### config.mk
export PLATFORM = sky130hd
export DESIGN_NAME = alu_multicycle
export DESIGN_NICKNAME = d
export VERILOG_FILES = /design/src/rtl/alu_mc_pkg.sv /design/src/rtl/alu_multicycle_muldiv.sv /design/src/rtl/alu_multicycle.sv
export SDC_FILE = /design/constraint.sdc
export NUM_CORES = 2
export LEC_CHECK = 0
export ABC_AREA = 1
export ABC_CLOCK_PERIOD_IN_PS = 4800
export BUFFER_PORTS_ARGS = -buffer_cell sky130_fd_sc_hd__buf_2
export CORE_ASPECT_RATIO = 1.5
export CORE_MARGIN = 2
export CORE_UTILIZATION = 40
export DETAILED_ROUTE_END_ITERATION = 12
export HOLD_SLACK_MARGIN = 0.1
export PLACE_DENSITY_LB_ADDON = 0.2
export SETUP_SLACK_MARGIN = 0.3
export SKIP_LAST_GASP = 1
export SYNTH_ARGS = -nofsm -noshare
export SYNTH_HDL_FRONTEND = slang
export SYNTH_SLANG_ARGS = --single-unit
### constraint.sdc
create_clock -name clk -period 4.8 [get_ports clk]
set_input_delay 0.72 -clock clk [delete_from_list [all_inputs] [get_ports clk]]
set_output_delay 0.72 -clock clk [all_outputs]
set_load 0.005 [all_outputs]
### src/rtl/alu_mc_pkg.sv
// Shared definitions for the multi-cycle ALU: op codes, FSM states and
// op classification helpers.
package alu_mc_pkg;

    // Single-cycle op codes
    localparam logic [4:0] OP_AND   = 5'b00000;
    localparam logic [4:0] OP_OR    = 5'b00001;
    localparam logic [4:0] OP_ADD   = 5'b00010;
    localparam logic [4:0] OP_XOR   = 5'b00100;
    localparam logic [4:0] OP_NOR   = 5'b00101;
    localparam logic [4:0] OP_SUB   = 5'b00110;
    localparam logic [4:0] OP_SLT   = 5'b00111;
    localparam logic [4:0] OP_SLTU  = 5'b01000;
    localparam logic [4:0] OP_SLL   = 5'b01001;
    localparam logic [4:0] OP_SRL   = 5'b01010;
    localparam logic [4:0] OP_SRA   = 5'b01011;
    localparam logic [4:0] OP_SLLV  = 5'b01100;
    localparam logic [4:0] OP_SRLV  = 5'b01101;
    localparam logic [4:0] OP_SRAV  = 5'b01110;

    // Iterative op codes
    localparam logic [4:0] OP_MUL   = 5'b10000;
    localparam logic [4:0] OP_MULH  = 5'b10001;
    localparam logic [4:0] OP_MULHU = 5'b10010;
    localparam logic [4:0] OP_DIV   = 5'b10100;
    localparam logic [4:0] OP_DIVU  = 5'b10101;
    localparam logic [4:0] OP_REM   = 5'b10110;
    localparam logic [4:0] OP_REMU  = 5'b10111;

    typedef enum logic [1:0] {
        IDLE = 2'd0,
        BUSY = 2'd1,
        DONE = 2'd2
    } state_e;

    // True for the ops that run through the shift-add / restoring unit.
    function automatic logic is_iterative(input logic [4:0] op);
        logic r;
        case (op)
            OP_MUL, OP_MULH, OP_MULHU,
            OP_DIV, OP_DIVU, OP_REM, OP_REMU: r = 1'b1;
            default:                          r = 1'b0;
        endcase
        return r;
    endfunction

    // True for the divide/remainder group (needs the divide-by-zero bypass).
    function automatic logic is_div_rem(input logic [4:0] op);
        logic r;
        case (op)
            OP_DIV, OP_DIVU, OP_REM, OP_REMU: r = 1'b1;
            default:                          r = 1'b0;
        endcase
        return r;
    endfunction

endpackage

### src/rtl/alu_multicycle_muldiv.sv
// Iterative multiply/divide unit. One shared 2*WIDTH accumulator serves a
// shift-add multiplier and a restoring divider. Signed ops run on operand
// magnitudes; the final sign correction is applied combinationally on the
// result port during the cycle in which done is high.
module muldiv_iter
    import alu_mc_pkg::*;
#(
    parameter int WIDTH = 32
) (
    input  logic             clk,
    input  logic             rst,
    input  logic             start,
    input  logic [4:0]       op,
    input  logic [WIDTH-1:0] a,
    input  logic [WIDTH-1:0] b,
    output logic             done,
    output logic [WIDTH-1:0] result
);

    localparam int CW = $clog2(WIDTH) + 1;
    localparam logic [CW-1:0] CNT_ONE  = {{(CW-1){1'b0}}, 1'b1};
    localparam logic [CW-1:0] CNT_LAST = CW'(WIDTH);

    // One shift-add step: add the multiplicand into the high half when the
    // current multiplier bit is set, then shift the whole accumulator right.
    function automatic logic [2*WIDTH-1:0] mul_step(input logic [2*WIDTH-1:0] acc,
                                                    input logic [WIDTH-1:0]   m);
        logic [WIDTH:0] s;
        s = {1'b0, acc[2*WIDTH-1:WIDTH]} + (acc[0] ? {1'b0, m} : {(WIDTH+1){1'b0}});
        return {s, acc[WIDTH-1:1]};
    endfunction

    // One restoring-division step: shift the next dividend bit into the
    // partial remainder, subtract the divisor if it fits, record quotient bit.
    function automatic logic [2*WIDTH-1:0] div_step(input logic [2*WIDTH-1:0] acc,
                                                    input logic [WIDTH-1:0]   d);
        logic [WIDTH:0] r;
        logic [WIDTH:0] t;
        logic [2*WIDTH-1:0] nxt;
        r = {acc[2*WIDTH-1:WIDTH], acc[WIDTH-1]};
        t = r - {1'b0, d};
        if (!t[WIDTH]) begin
            nxt = {t[WIDTH-1:0], acc[WIDTH-2:0], 1'b1};
        end else begin
            nxt = {r[WIDTH-1:0], acc[WIDTH-2:0], 1'b0};
        end
        return nxt;
    endfunction

    logic [2*WIDTH-1:0] acc_q;
    logic [WIDTH-1:0]   m_q;
    logic [CW-1:0]      cnt_q;
    logic               run_q;
    logic               div_q;
    logic               hi_q;
    logic               rem_q;
    logic               neg_q;

    logic               sgn_op_s;
    logic               sa_s;
    logic               sb_s;
    logic [WIDTH-1:0]   ma_s;
    logic [WIDTH-1:0]   mb_s;
    logic               div_op_s;
    logic               neg_s;
    logic [2*WIDTH-1:0] init_acc_s;
    logic [WIDTH-1:0]   init_m_s;
    logic [2*WIDTH-1:0] step_src_s;
    logic [WIDTH-1:0]   step_m_s;
    logic               step_div_s;
    logic [2*WIDTH-1:0] acc_next_s;
    logic [2*WIDTH-1:0] prod_s;
    logic [WIDTH-1:0]   qsel_s;
    logic [WIDTH-1:0]   qfix_s;

    // Decode the incoming op into magnitudes, mode and final-sign flag.
    always_comb begin
        sgn_op_s   = (op == OP_MULH) || (op == OP_DIV) || (op == OP_REM);
        sa_s       = sgn_op_s & a[WIDTH-1];
        sb_s       = sgn_op_s & b[WIDTH-1];
        ma_s       = sa_s ? ({WIDTH{1'b0}} - a) : a;
        mb_s       = sb_s ? ({WIDTH{1'b0}} - b) : b;
        div_op_s   = op[2];
        neg_s      = (op == OP_REM) ? sa_s : (sa_s ^ sb_s);
        init_acc_s = {{WIDTH{1'b0}}, (div_op_s ? ma_s : mb_s)};
        init_m_s   = div_op_s ? mb_s : ma_s;
    end

    // Select the step source; the start edge already performs the first step.
    always_comb begin
        if (start) begin
            step_src_s = init_acc_s;
            step_m_s   = init_m_s;
            step_div_s = div_op_s;
        end else begin
            step_src_s = acc_q;
            step_m_s   = m_q;
            step_div_s = div_q;
        end
        acc_next_s = step_div_s ? div_step(step_src_s, step_m_s)
                                : mul_step(step_src_s, step_m_s);
    end

    // Accumulator, iteration counter and latched op attributes.
    always_ff @(posedge clk or posedge rst) begin
        if (rst) begin
            acc_q <= {(2*WIDTH){1'b0}};
            m_q   <= {WIDTH{1'b0}};
            cnt_q <= {CW{1'b0}};
            run_q <= 1'b0;
            div_q <= 1'b0;
            hi_q  <= 1'b0;
            rem_q <= 1'b0;
            neg_q <= 1'b0;
        end else if (start) begin
            acc_q <= acc_next_s;
            m_q   <= init_m_s;
            cnt_q <= CNT_ONE;
            run_q <= 1'b1;
            div_q <= div_op_s;
            hi_q  <= (op == OP_MULH) || (op == OP_MULHU);
            rem_q <= (op == OP_REM) || (op == OP_REMU);
            neg_q <= neg_s;
        end else if (run_q) begin
            if (cnt_q == CNT_LAST) begin
                run_q <= 1'b0;
            end else begin
                acc_q <= acc_next_s;
                cnt_q <= cnt_q + CNT_ONE;
            end
        end
    end

    assign done = run_q && (cnt_q == CNT_LAST);

    // Sign-fix and half/quotient/remainder selection of the finished result.
    always_comb begin
        prod_s = neg_q ? ({(2*WIDTH){1'b0}} - acc_q) : acc_q;
        qsel_s = rem_q ? acc_q[2*WIDTH-1:WIDTH] : acc_q[WIDTH-1:0];
        qfix_s = neg_q ? ({WIDTH{1'b0}} - qsel_s) : qsel_s;
        if (div_q) begin
            result = qfix_s;
        end else if (hi_q) begin
            result = prod_s[2*WIDTH-1:WIDTH];
        end else begin
            result = prod_s[WIDTH-1:0];
        end
    end

endmodule

### src/rtl/alu_multicycle.sv
// Multi-cycle ALU with valid/ready handshake. Single-cycle ops and
// divide-by-zero resolve on the accepting edge; MUL*/DIV*/REM* go through
// muldiv_iter. All result outputs are registered and held until consumed.
module alu_multicycle
    import alu_mc_pkg::*;
#(
    parameter int WIDTH = 32,
    parameter int SHW   = 5
) (
    input  logic             clk,
    input  logic             rst,
    input  logic             flush,
    input  logic             in_valid,
    output logic             in_ready,
    input  logic [4:0]       op_code,
    input  logic [WIDTH-1:0] srca,
    input  logic [WIDTH-1:0] srcb,
    input  logic [SHW-1:0]   shamt,
    input  logic             overflow_check,
    output logic             out_valid,
    input  logic             out_ready,
    output logic [WIDTH-1:0] alu_res,
    output logic             zero_flag,
    output logic             overflow
);

    state_e           state_q;
    state_e           state_d;
    logic             out_valid_q;
    logic             out_valid_d;
    logic [WIDTH-1:0] res_q;
    logic [WIDTH-1:0] res_d;
    logic             zero_q;
    logic             zero_d;
    logic             ovf_q;
    logic             ovf_d;

    logic [WIDTH-1:0] sum_s;
    logic [WIDTH-1:0] diff_s;
    logic [WIDTH-1:0] sc_res_s;
    logic             sc_ovf_s;
    logic             div_zero_s;
    logic             launch_iter_s;
    logic             accept_s;
    logic             start_s;
    logic             md_done_s;
    logic [WIDTH-1:0] md_res_s;

    assign in_ready      = (state_q == IDLE) || ((state_q == DONE) && out_ready);
    assign accept_s      = in_valid && in_ready && !flush;
    assign div_zero_s    = is_div_rem(op_code) && (srcb == {WIDTH{1'b0}});
    assign launch_iter_s = is_iterative(op_code) && !div_zero_s;

    // Single-cycle datapath, also producing the divide-by-zero results.
    always_comb begin
        sum_s    = srca + srcb;
        diff_s   = srca - srcb;
        sc_ovf_s = 1'b0;
        case (op_code)
            OP_AND:  sc_res_s = srca & srcb;
            OP_OR:   sc_res_s = srca | srcb;
            OP_ADD:  begin
                sc_res_s = sum_s;
                sc_ovf_s = overflow_check && (srca[WIDTH-1] == srcb[WIDTH-1])
                                          && (sum_s[WIDTH-1] != srca[WIDTH-1]);
            end
            OP_XOR:  sc_res_s = srca ^ srcb;
            OP_NOR:  sc_res_s = ~(srca | srcb);
            OP_SUB:  begin
                sc_res_s = diff_s;
                sc_ovf_s = overflow_check && (srca[WIDTH-1] != srcb[WIDTH-1])
                                          && (diff_s[WIDTH-1] != srca[WIDTH-1]);
            end
            OP_SLT:  sc_res_s = {{(WIDTH-1){1'b0}}, ($signed(srca) < $signed(srcb))};
            OP_SLTU: sc_res_s = {{(WIDTH-1){1'b0}}, (srca < srcb)};
            OP_SLL:  sc_res_s = srcb << shamt;
            OP_SRL:  sc_res_s = srcb >> shamt;
            OP_SRA:  sc_res_s = $signed(srcb) >>> shamt;
            OP_SLLV: sc_res_s = srcb << srca[SHW-1:0];
            OP_SRLV: sc_res_s = srcb >> srca[SHW-1:0];
            OP_SRAV: sc_res_s = $signed(srcb) >>> srca[SHW-1:0];
            OP_DIV, OP_DIVU: sc_res_s = {WIDTH{1'b1}};
            OP_REM, OP_REMU: sc_res_s = srca;
            default: sc_res_s = srca;
        endcase
    end

    muldiv_iter #(
        .WIDTH (WIDTH)
    ) u_muldiv (
        .clk    (clk),
        .rst    (rst),
        .start  (start_s),
        .op     (op_code),
        .a      (srca),
        .b      (srcb),
        .done   (md_done_s),
        .result (md_res_s)
    );

    // Next-state and output-register update; flush beats any accept.
    always_comb begin
        state_d     = state_q;
        out_valid_d = out_valid_q;
        res_d       = res_q;
        zero_d      = zero_q;
        ovf_d       = ovf_q;
        start_s     = 1'b0;
        if (flush) begin
            state_d     = IDLE;
            out_valid_d = 1'b0;
        end else if (accept_s) begin
            if (launch_iter_s) begin
                state_d     = BUSY;
                out_valid_d = 1'b0;
                start_s     = 1'b1;
            end else begin
                state_d     = DONE;
                out_valid_d = 1'b1;
                res_d       = sc_res_s;
                zero_d      = (sc_res_s == {WIDTH{1'b0}});
                ovf_d       = sc_ovf_s;
            end
        end else begin
            case (state_q)
                IDLE: begin
                    state_d = IDLE;
                end
                BUSY: begin
                    if (md_done_s) begin
                        state_d     = DONE;
                        out_valid_d = 1'b1;
                        res_d       = md_res_s;
                        zero_d      = (md_res_s == {WIDTH{1'b0}});
                        ovf_d       = 1'b0;
                    end else begin
                        state_d = BUSY;
                    end
                end
                DONE: begin
                    if (out_ready) begin
                        state_d     = IDLE;
                        out_valid_d = 1'b0;
                    end else begin
                        state_d = DONE;
                    end
                end
                default: begin
                    state_d     = IDLE;
                    out_valid_d = 1'b0;
                end
            endcase
        end
    end

    // State and registered outputs.
    always_ff @(posedge clk or posedge rst) begin
        if (rst) begin
            state_q     <= IDLE;
            out_valid_q <= 1'b0;
            res_q       <= {WIDTH{1'b0}};
            zero_q      <= 1'b1;
            ovf_q       <= 1'b0;
        end else begin
            state_q     <= state_d;
            out_valid_q <= out_valid_d;
            res_q       <= res_d;
            zero_q      <= zero_d;
            ovf_q       <= ovf_d;
        end
    end

    assign out_valid = out_valid_q;
    assign alu_res   = res_q;
    assign zero_flag = zero_q;
    assign overflow  = ovf_q;

endmodule

==> impl_metrics.py, run 1 <==
metrics = {
    "synthesis": {
        "ys_ff_latch": 144,
        "synthDistinctLibCells": 64,
        "syn_avg_cell_area_um2": 5.37,
        "yosys_warnings": 0,
        "synth_edf_count": 0,
        "ys.flop_type": "dfrtp_1",
        "synth-async-reset-ratio_pct": 100,
        "syn_inst": 5496,
        "syn-num-nets": 5749,
        "synth_area_um2": 29500,
        "synth-seq-area-share_pct": 12.2,
    },
    "run_status": {
        "error": "[ERROR GRT-0116] Global routing finished with congestion. Check the congestion regions in the DRC Viewer.",
        "lastStage": "5_1_grt",
        "outcome": "stopped before the end",
    },
    "floorplanning": {
        "die_width_um": 226,
        "num_rows": 121,
        "initial_utilization_pct": 40.5,
        "die_y_um": 337,
        "io_pins": 116,
    },
    "global_routing": {
        "grt_max_degree": 85,
        "overflow": 71,
        "grt_pass1_wl_mm": 348,
        "grt_pass1_vias": 46977,
        "track_usage_pct": 63.9,
    },
    "cts": {
        "numCtsBuffers": 17,
        "clockBufferDepth": 2,
        "htreeDepth": 4,
        "cts_root_buffer": "clkbuf_16",
        "ctsHoldBuffers": 0,
        "cts_sinks": 144,
    },
    "placement": {
        "dp.cells": 7269,
        "portBuffers": 115,
        "dpl.hpwl_mm": 172,
        "gp_congestion": 1.19,
    },
}
synthesized netlist by cell type (all sizes together) (12+ instances only):
master / number / share of area, %
buf: 81 / 1.5
clkinv: 23 / 0.29
a31oi: 20 / 0.42
nor4: 21 / 0.45
nor2: 580 / 7.5
nand3: 609 / 10
o21a: 17 / 0.43
o21ai: 490 / 8.5
o221ai: 34 / 1.0
nor3: 68 / 1.2
a21oi: 316 / 5.4
or2: 22 / 0.47
nand2: 1751 / 22
clkbuf: 158 / 2.0
o211ai: 89 / 2.3
dfrtp: 143 / 12
ha: 171 / 7.3
xor2: 98 / 2.9
o2111ai: 12 / 0.36
o22ai: 21 / 0.45
nand3b: 26 / 0.66
nand4: 82 / 1.7
a211oi: 16 / 0.41
inv: 559 / 7.1
logic make-up after synthesis:
logic type / share of synthesized area [%]
AOI/OAI and AO/OA: 21.2
buffers and inverters: 10.9
and+or+nand+nor: 45.1
DFF: 12.2
muxes: 0.0382
adders and majority gates: 7.39
xor gates and xnor gates: 3.18
stage by stage:
stage	setup WS (ns)	util [%]	hold WS, ns	area (um^2)
floorplan	0.303	-	0.445	29500
global placement	-0.568	51.7	0.462	37600
detailed placement	-0.568	51.7	0.467	37600
CTS	0.304	53.2	0.307	38800
per-layer routing:
metal | track usage, % | GRT overflow
met3 | 36.5 | 0
met1 | 63.4 | 0
met2 | 88.0 | 42
met4 | 71.2 | 29
met5 | 3.94 | 0
timing repair:
action / in CTS
pin swaps: 17
resized for setup: 74
endpoints found under the setup margin: 33
buffers inserted: 20
gates cloned: 3
endpoints found under the hold margin: 0
==> inputs of run 2 (changes only) <==
- ABC_CLOCK_PERIOD_IN_PS: 4800 -> 6200
- CORE_ASPECT_RATIO: 1.5 -> default
- CORE_UTILIZATION: 40 -> 25
- HOLD_SLACK_MARGIN: 0.1 -> default
- PLACE_DENSITY_LB_ADDON: 0.2 -> 0.15
- SETUP_SLACK_MARGIN: 0.3 -> default
- clock period: 4.8 -> 6.2 ns (I/O delays scaled with it)
==> impl_metrics.py, run 2 <==
metrics = {
    "sta": {
        "slew_headroom_pct": 36.2,
        "holdWs_ns": 0.485,
        "fin_ws_ns": 0.326,
        "worst_pin_slew_ns": 0.948,
        "finalMaxSlewViolations": 0,
        "fin_crit_sh_pct": 94.7,
        "skew_ns": 0.0215,
        "finalSetupViolations": 0,
        "rsz0062_at_grt": "false",
        "hold_viol_final": 0,
        "period_minus_slack_ns": 5.87,
        "fmax_mhz": 170,
    },
    "placement": {
        "dpl.hpwl_mm": 166,
        "gp_congestion": 1.09,
        "portBuffers": 115,
        "post-place-ws_ns": -0.0372,
        "placed_area_um2": 32600,
        "dp.cells": 7109,
    },
    "synthesis": {
        "yosys_warnings": 0,
        "syn_inst": 5496,
        "syn-num-nets": 5749,
        "ys.flop_type": "dfrtp_1",
        "yosysTopAreaCell": "nand2_1",
        "synthDistinctLibCells": 64,
        "netlist_top_cells_count": "1729 x nand2_1, 601 x nand3_1, 570 x nor2_1",
        "synth_edf_count": 0,
        "synth_top_area_share_pct": 22.0,
        "syn_avg_cell_area_um2": 5.37,
        "synth-async-reset-ratio_pct": 100,
        "synth-seq-area-share_pct": 12.2,
        "yosysMostFrequentCell": "nand2_1",
        "ys_top_cells_by_area": "nand2_1 22%, dfrtp_1 12%, nand3_1 10%, o21ai_0 7.6%, ha_1 7.3%",
        "synth_area_um2": 29500,
        "ys_ff_latch": 144,
    },
    "route": {
        "post_drt_via_cell_ratio": 5.64,
        "num_vias": 40264,
        "wl_mm": 200,
        "ant_nets": 0,
        "drc_errors": 0,
        "post_drt_wl_per_cell_um": 28.1,
        "drtIter0Drc": 5876,
        "firstDrtPassIters": 6,
    },
    "worst_setup_path": {
        "r2r-start": "state_q[0]",
        "crit_path_end_kind": "flip-flop",
        "crit_type": "primary input to flip-flop",
        "startpoint_type": "primary input",
        "cp_common_cell": "nand2_1",
        "critical-path-max-stage-delay_ns": 0.59,
        "startpoint": "srca[1]",
        "cp.arrival_ns": 6.25,
        "crit_fanout": 27,
        "critPathRequiredTime_ns": 6.57,
        "critPathSlowestCell": "a221oi_1",
    },
    "final_layout": {
        "fin_area_um2": 33100,
        "fin_cells": 7142,
        "fillers": 13726,
        "drive_gt1_share_pct": 8.05,
        "syn2layout_area_growth_pct": 12.3,
        "regMostFlops": "u_muldiv.acc_q",
        "nNetsFinal": 5845,
        "layout_commonest_cell": "nand2_1",
        "largest_reg_flops": 64,
        "final_core_util_pct": 28.2,
        "most-common-layout-cells": "1728 x nand2_1, 601 x nand3_1, 568 x nor2_1",
    },
    "pwr": {
        "p_leak_nw": 15.9,
        "p_per_area_nw_per_um2": 392,
        "peakVddDrop_v": 0.000237,
    },
    "cts": {
        "htreeDepth": 4,
        "insertion_delay_ns": 0.49,
        "cts_root_buffer": "clkbuf_16",
        "cts_sinks": 144,
        "ctsHoldBuffers": 0,
        "clk_pin_slew_worst_paths_ns": 0.07,
        "clockBufferDepth": 2,
        "numCtsBuffers": 17,
        "post_cts_buffers": 0,
        "cts_tree": "yes",
    },
    "floorplanning": {
        "num_rows": 126,
        "initial_utilization_pct": 25.1,
        "dieArea_um2": 121000,
        "die_y_um": 347,
        "io_pins": 116,
        "die_width_um": 347,
        "fp.coreArea_um2": 117000,
    },
    "global_routing": {
        "overflow": 0,
        "grt_max_degree": 65,
        "track_usage_pct": 32.2,
        "grt_pass1_wl_mm": 281,
        "antenna_found_initial": 9,
        "grt_pass1_vias": 37284,
    },
    "min_path": {
        "holdCritPathClass": "flip-flop to flip-flop",
        "hp-start": "u_muldiv.m_q[31]",
    },
    "job": {
        "maxCapViolCount": 0,
    },
    "run_status": {
        "outcome": "finished clean",
    },
}
run 2: cell counts after synthesis:
No cell type changed its count.
run 2: cell families after synthesis:
| group | after synthesis | synth area share (%) |
|---|---|---|
| adder cells (fa/ha/maj) | 173 | 7.39 |
| XOR/XNOR | 107 | 3.18 |
| buffers and inverters | 821 | 10.9 |
| AO/OA/AOI/OAI | 1085 | 21.2 |
| AND/OR/NAND/NOR | 3165 | 45.1 |
| multiplexers | 1 | 0.0382 |
| flip-flops | 144 | 12.2 |
run 2: path summary, 6_finish.rpt:
kind / endpoint / slack [ns] / cells after the start
max: u_muldiv.acc_q[37] / 0.33 / 27
min: u_muldiv.m_q[31] / 0.49 / 2
max reg2reg: u_muldiv.acc_q[37] / 0.68 / 26
min reg2reg: u_muldiv.m_q[31] / 0.49 / 2
max in group asynchronous: u_muldiv.acc_q[43] / 4.30 / 3
min in group asynchronous: state_q[0] / 0.51 / 2
run 2: layout make-up:
cell class              instances  area (um^2)  area share, %
well taps                    1536         1920           5.80
multi-input cells            4531        22700           68.6
flip-flops and latches        144         3610           10.9
inverters                     582         2190           6.61
clock buffers                  17          425           1.28
clock inverters                15          129          0.389
repair buffers                316         2130           6.44
diodes                          1         2.50        0.00755
run 2: critical path, delay by kind of cell:
kind,cells,cell delay [ns]
AOI/OAI and AO/OA,4,1.13
and+or+nand+nor,16,2.37
xor gates and xnor gates,1,0.18
buffers and inverters,4,0.92
adders and majority gates,2,0.67
run 2: what timing repair did:
| action | CTS | global route |
|---|---|---|
| setup endpoints to repair | 0 | 27 |
| resized for setup | 0 | 3 |
| hold endpoints to repair | 0 | 0 |
run 2: per-stage QoR:
step / power [mW] / TNS [ns]
6_report: 13.0 / 0
5_1_grt: 13.9 / 0
4_1_cts: 12.7 / 0
3_5_place_dp: 11.6 / -0.0721
3_3_place_gp: 11.7 / -1.35
2_1_floorplan: 7.68 / 0
run 2: where the power goes:
part | switching (mW) | internal (mW) | total (mW)
clock | 0.522 | 0.523 | 1.04
combinational | 7.00 | 2.86 | 9.85
sequential | 0.694 | 1.38 | 2.07
run 2: per-layer routing:
| metal | global-route usage [%] | up-vias | part of all wire (%) |
|---|---|---|---|
| met5 | 0 | - | 0.020 |
| met3 | 4.95 | 416 | 9.2 |
| met4 | 15.3 | 6 | 5.6 |
| met1 | 44.4 | 19150 | 43 |
| li1 | - | 18458 | - |
| met2 | 48.6 | 2234 | 42 |
Note: power is estimated with default switching activity, not from simulation.
